--- src/rtl/sprite_arb_pkg.sv ---
// Shared constants and types for the sprite frame RAM and its read arbiter.
package sprite_arb_pkg;
  localparam int SPRITE_W        = 50;
  localparam int SPRITE_DEPTH    = SPRITE_W * SPRITE_W;
  localparam int SPRITE_ADDR_W   = 19;
  localparam int SPRITE_DATA_W   = 5;
  localparam int TRANSPARENT_IDX = 0;

  typedef logic [SPRITE_ADDR_W-1:0] sprite_addr_t;
endpackage

--- src/rtl/rr_picker.sv ---
// Combinational round-robin picker: scans i_req starting at i_ptr, wraps
// modulo N and returns the first asserted index as one-hot plus binary.
// Shared by the tank and bullet arbiters.
module rr_picker #(
  parameter int N  = 4,
  parameter int IW = (N > 1) ? $clog2(N) : 1
) (
  input  logic [N-1:0]  i_req,
  input  logic [IW-1:0] i_ptr,
  output logic [N-1:0]  o_gnt,
  output logic [IW-1:0] o_idx,
  output logic          o_vld
);

  logic [IW:0] w_j;

  // Priority scan from the pointer position, first hit wins.
  always_comb begin
    o_gnt = '0;
    o_idx = '0;
    o_vld = 1'b0;
    w_j   = '0;
    for (int k = 0; k < N; k++) begin
      w_j = {1'b0, i_ptr} + (IW+1)'(k);
      if (w_j >= (IW+1)'(N)) w_j = w_j - (IW+1)'(N);
      if (!o_vld && i_req[w_j[IW-1:0]]) begin
        o_vld                = 1'b1;
        o_gnt[w_j[IW-1:0]]   = 1'b1;
        o_idx                = w_j[IW-1:0];
      end
    end
  end

endmodule

--- src/rtl/sprite_rom_arbiter.sv ---
// Sprite frame RAM port sharer: loader writes take absolute priority, reads
// from the draw engines are granted round-robin and returned one cycle later
// tagged with the requester id.
// Optional address bounds checking is enabled with SPRITE_ARB_BOUNDS_EN.
module sprite_rom_arbiter
  import sprite_arb_pkg::*;
#(
  parameter int N_REQ  = 4,
  parameter int ADDR_W = SPRITE_ADDR_W,
  parameter int DATA_W = SPRITE_DATA_W,
  parameter int DEPTH  = SPRITE_DEPTH
) (
  input  logic                      Clk,
  input  logic                      Reset_n,
  input  logic [N_REQ-1:0]          req,
  input  logic [N_REQ*ADDR_W-1:0]   req_addr,
  output logic [N_REQ-1:0]          gnt,
  output logic                      rsp_valid,
  output logic [$clog2(N_REQ)-1:0]  rsp_id,
  output logic [DATA_W-1:0]         rsp_data,
`ifdef SPRITE_ARB_BOUNDS_EN
  output logic                      rsp_err,
`endif
  input  logic                      wr_en,
  input  logic [ADDR_W-1:0]         wr_addr,
  input  logic [DATA_W-1:0]         wr_data,
  output logic                      ram_we,
  output logic [ADDR_W-1:0]         ram_write_address,
  output logic [DATA_W-1:0]         ram_data_In,
  output logic [ADDR_W-1:0]         ram_read_address,
  input  logic [DATA_W-1:0]         ram_data_Out
);

  localparam int IDW = $clog2(N_REQ);

  logic [IDW-1:0]    r_ptr;
  logic              r_vld_p1;
  logic [IDW-1:0]    r_id_p1;
  logic [ADDR_W-1:0] r_last_addr;

  logic [N_REQ-1:0]  w_req_eff;
  logic [N_REQ-1:0]  w_pick_gnt;
  logic [IDW-1:0]    w_pick_idx;
  logic              w_pick_vld;
  logic [ADDR_W-1:0] w_addr_arr [N_REQ];
  logic [ADDR_W-1:0] w_gaddr;
  logic              w_rd_oob;
  logic              w_rd_issue;

  // A loader write blocks every read in the same cycle.
  assign w_req_eff = wr_en ? '0 : req;

  rr_picker #(.N(N_REQ), .IW(IDW)) u_pick (
    .i_req (w_req_eff),
    .i_ptr (r_ptr),
    .o_gnt (w_pick_gnt),
    .o_idx (w_pick_idx),
    .o_vld (w_pick_vld)
  );

  // Unpack the per-requester address slices.
  always_comb begin
    for (int i = 0; i < N_REQ; i++) w_addr_arr[i] = req_addr[i*ADDR_W +: ADDR_W];
  end

  assign gnt               = w_pick_gnt;
  assign w_gaddr           = w_addr_arr[w_pick_idx];
  assign ram_write_address = wr_addr;
  assign ram_data_In       = wr_data;

`ifdef SPRITE_ARB_BOUNDS_EN
  assign w_rd_oob = (w_gaddr >= ADDR_W'(DEPTH));
  assign ram_we   = wr_en && (wr_addr < ADDR_W'(DEPTH));
`else
  assign w_rd_oob = 1'b0;
  assign ram_we   = wr_en;
`endif

  // Only in-range grants move the RAM address; otherwise it stays put.
  assign w_rd_issue       = w_pick_vld && !w_rd_oob;
  assign ram_read_address = w_rd_issue ? w_gaddr : r_last_addr;

  // Remember the last issued read address (datapath, no reset needed).
  always_ff @(posedge Clk) begin
    if (w_rd_issue) r_last_addr <= w_gaddr;
  end

  // ---- stage p0 -> p1: grant becomes response one cycle later ----
  // Round-robin pointer and response tag pipeline.
  always_ff @(posedge Clk or negedge Reset_n) begin
    if (!Reset_n) begin
      r_ptr    <= '0;
      r_vld_p1 <= 1'b0;
      r_id_p1  <= '0;
    end else begin
      r_vld_p1 <= w_pick_vld;
      if (w_pick_vld) begin
        r_id_p1 <= w_pick_idx;
        r_ptr   <= (w_pick_idx == IDW'(N_REQ-1)) ? '0 : w_pick_idx + 1'b1;
      end
    end
  end

  assign rsp_valid = r_vld_p1;
  assign rsp_id    = r_id_p1;

`ifdef SPRITE_ARB_BOUNDS_EN
  logic r_err_p1;

  // Flag an out-of-range grant so its response returns a transparent pixel.
  always_ff @(posedge Clk or negedge Reset_n) begin
    if (!Reset_n) r_err_p1 <= 1'b0;
    else          r_err_p1 <= w_pick_vld && w_rd_oob;
  end

  assign rsp_err  = r_err_p1;
  assign rsp_data = r_err_p1 ? DATA_W'(TRANSPARENT_IDX) : ram_data_Out;
`else
  assign rsp_data = ram_data_Out;
`endif

endmodule

--- config.mk ---
export PLATFORM = sky130hd
export DESIGN_NAME = sprite_rom_arbiter
export DESIGN_NICKNAME = d
export VERILOG_FILES = /design/src/rtl/sprite_arb_pkg.sv /design/src/rtl/rr_picker.sv /design/src/rtl/sprite_rom_arbiter.sv
export SDC_FILE = /design/constraint.sdc
export NUM_CORES = 1
export LEC_CHECK = 0
export BUFFER_PORTS_ARGS = -buffer_cell sky130_fd_sc_hd__buf_2
export CORE_ASPECT_RATIO = 0.6
export CORE_MARGIN = 2
export CORE_UTILIZATION = 43
export CTS_CLUSTER_DIAMETER = 100
export DETAILED_ROUTE_END_ITERATION = 12
export HOLD_SLACK_MARGIN = 0.15
export PLACE_DENSITY = 0.87
export SYNTH_ARGS = -nofsm -noshare
export SYNTH_HDL_FRONTEND = slang
export SYNTH_HIERARCHICAL = 1
export SYNTH_SLANG_ARGS = --single-unit
export TNS_END_PERCENT = 10
--- constraint.sdc ---
create_clock -name Clk -period 6.8 [get_ports Clk]
set_input_delay 0.68 -clock Clk [delete_from_list [all_inputs] [get_ports Clk]]
set_output_delay 0.68 -clock Clk [all_outputs]
set_load 0.03 [all_outputs]
==> metrics.md <==
| Metric | Value |
|---|---|
| Outcome | finished clean |
| Mapped Cells | roughly 200 |
| Final setup fails | 0 |
| Synthesized flop and latch total | 24 |
| DIE AREA | between 5000 and 6000 um^2 |
| Hold crit path type | primary input to asynchronous set/reset pin |
| Max_cap viols | 0 |
| Hold buffers post-CTS | 0 |
| Leading area contributor after synthesis | mux2i_1 |
| Crit Path Class | flop to primary output |
| # clock sinks | 24 |
| Rel. slew slack | 24.1% |
| Vias per cell | 5.32 |
| All-Layer GR Usage | around 18% |
| Part of the cycle the worst path needs | 75.6% |
| Later-pin clock latency in the skew report | approximately 0.27 ns |
| Syn Nets | about 320 |
| Syn avg cell area | 10.6 um^2 |
| TritonCTS clock tree | built |
| Share of the synthesized area in the top cell type | between 10% and 20% |
| Synth-to-Final Area Change | 15.8% |
| Reg clk slew, reported paths | ~0.09 ns |
| Yosys warnings | 6 |
| IO Pins | 168 |
| Setup TNS | 0 ns |
| Detailed-route via count | about 1800 |
| Largest net degree at the start of global routing | 27 |
| Critical path capture point type | primary output |
| Post-synth EDFFs | 0 |
| Vias in the first global route | approximately 1700 |
| I/O Buffers | about 110 |
| RSZ-0062 raised after global routing | false |
| Top FF cell, synth | dfxtp_1 |
| FP Rows | 19 |
| FILL cells | 430 |
| Maximum root-to-sink buffer count | 2 |
| Die Y | 58.2 um |
| N_diodes | 0 |
| Core footprint | roughly 4600 um^2 |
| Actual slew at the worst max-slew pin | approximately 1.1 ns |
| DRC viols | 0 |
| Die width | 94.4 um |
| CTS Buf Count | 3 |
| Initial antenna violation count | 0 |
| Crit-path max FO | 26 |
| Post_cts resized | 0 |
| GRT overflow | 0 |
| Req. time, crit path | slightly above 6 ns |
| Buffers inserted by post-CTS timing repair | 0 |
| Final nets | just under 400 |
| Wirelength per Cell | 15.1 um |
| Sequential cell area fraction in the yosys report | a little under a quarter |
| CP Data Arrival Time | roughly 4.5 ns |
| Clock skew | slightly below 0.006 ns |
| Fin. Hold Viols | 0 |
| Drt total wl | 5020 um |
| Drt pass-1 iters | 4 |
| Slew Viols, Final | 0 |
| Final ANT Viol Nets | 0 |
| Gpl congestion | 0.794 |
| Largest cells by area after synthesis | mux2i_1, dfxtp_1, buf_4, o221ai_2, nand2b_1 |
| Hpwl dp | 3820 um |
| Mapped Area | about 2100 um^2 |
| Clock Tree Root | clkbuf_8 |
| First-pass GRT wire length | 7850 um |
| Max Fclk | 194 MHz |
| Startpoint types | flop |
| Layout cells sized above 1 | 49.4% |
| Async SR Flop Fraction | 20.8% |
| Tmin final | approximately 5.1 ns |
| Netlist cell types | 28 |
| Initial core utilization | between 40% and 50% |
| CTS HTree Levels | 1 |
| Detailed router's first-iteration violation count | 53 |
==> Yosys cell counts, types with 3 or more instances <==
cell type,n
o21ai_0,6
a22oi_1,8
nor2_1,4
o221ai_2,10
dfrtp_1,5
nand2b_1,22
buf_12,4
buf_4,30
nor2b_1,5
mux2_2,4
mux2i_1,40
o221ai_1,10
dfxtp_1,19
buf_2,3
ha_1,6
buf_6,5
inv_1,4
==> worst max-delay path: stages (launching register included) <==
cell and delay, ns:
dfrtp_1 0.73, inv_1 0.15, ha_1 0.40, mux4_2 0.45, nor3_1 0.34, nand2b_1 0.55
nand2b_1 1.02, o221ai_1 0.30, buf_2 0.25
==> state kept, by name, indices dropped and copies added (netlist names) <==
signal	count
rsp_valid	1
rsp_id	2
r_last_addr	19
r_ptr	2
==> cells in the final DEF, fill, tap and decap left out, types with 3 or more instances in the layout <==
cell type / count
dfxtp_1: 19
dfrtp_1: 5
o221ai_2: 10
o221ai_1: 10
a22oi_1: 8
inv_1: 4
mux2_2: 4
buf_2: 109
ha_1: 6
mux2i_1: 40
o21ai_0: 6
clkbuf_8: 3
nor2b_1: 5
nor2_1: 4
nand2b_1: 22
==> cell type report <==
type,instances,area [um^2],share of cell area (%)
clock buffer,3,41.3,1.69
clock inverter,1,30.0,1.23
inverter,4,15.0,0.615
multi-input combinational,127,1220,49.8
sequential,24,505,20.7
tap,63,78.8,3.23
timing repair buffer,110,553,22.7
==> routing by layer <==
metal  up-vias  share of wire, %  routed length (um)  global-route usage (%)
met3         2               8.3                 414                    6.24
met2        89                46                2320                    29.4
met4         0              0.26                  13                    1.24
li1        852                 -                   -                       -
met5         -                 0                   0                       0
met1       824                45                2270                    23.6
==> path summary, 6_finish.rpt <==
kind | cells past startpoint | slack (ns) | end | start
min reg2reg | 2 | 0.47 | r_last_addr[8] | r_last_addr[8]
max in group asynchronous | 1 | 6.45 | r_ptr[1] | Reset_n
min in group Clk | 2 | 0.47 | r_last_addr[8] | r_last_addr[8]
min | 1 | 0.21 | rsp_valid | Reset_n
max | 8 | 1.66 | ram_read_address[3] | r_ptr[0]
max reg2reg | 7 | 2.67 | r_last_addr[3] | r_ptr[0]
==> logic make-up (layout without fill, tap and decap cells) <==
group | count (synthesis) | in the layout | synth area share (%)
buffers and inverters | 48 | 118 | 18.9
muxes | 48 | 48 | 25.8
and+or+nand+nor | 36 | 36 | 11.0
adders and majority gates | 6 | 6 | 3.56
AOI/OAI and AO/OA | 37 | 37 | 16.7
DFF | 24 | 24 | 24.0
==> stage by stage <==
stage | setup WS [ns] | utilization, % | cell area (um^2) | hold WS [ns] | std cells
3_5_place_dp | 1.99 | 51.1 | 2370 | 0.444 | 328
2_1_floorplan | 3.18 | - | 2110 | 0.384 | 199
6_report | 1.66 | 52.6 | 2440 | 0.209 | 332
4_1_cts | 1.68 | 52.6 | 2440 | 0.206 | 332
5_1_grt | 1.32 | 52.6 | 2440 | 0.200 | 332
3_3_place_gp | 2.07 | 51.1 | 2370 | 0.444 | 328
Power is not shown: default switching activity piles up to over one toggle a cycle in this logic, so the estimate is an artifact.
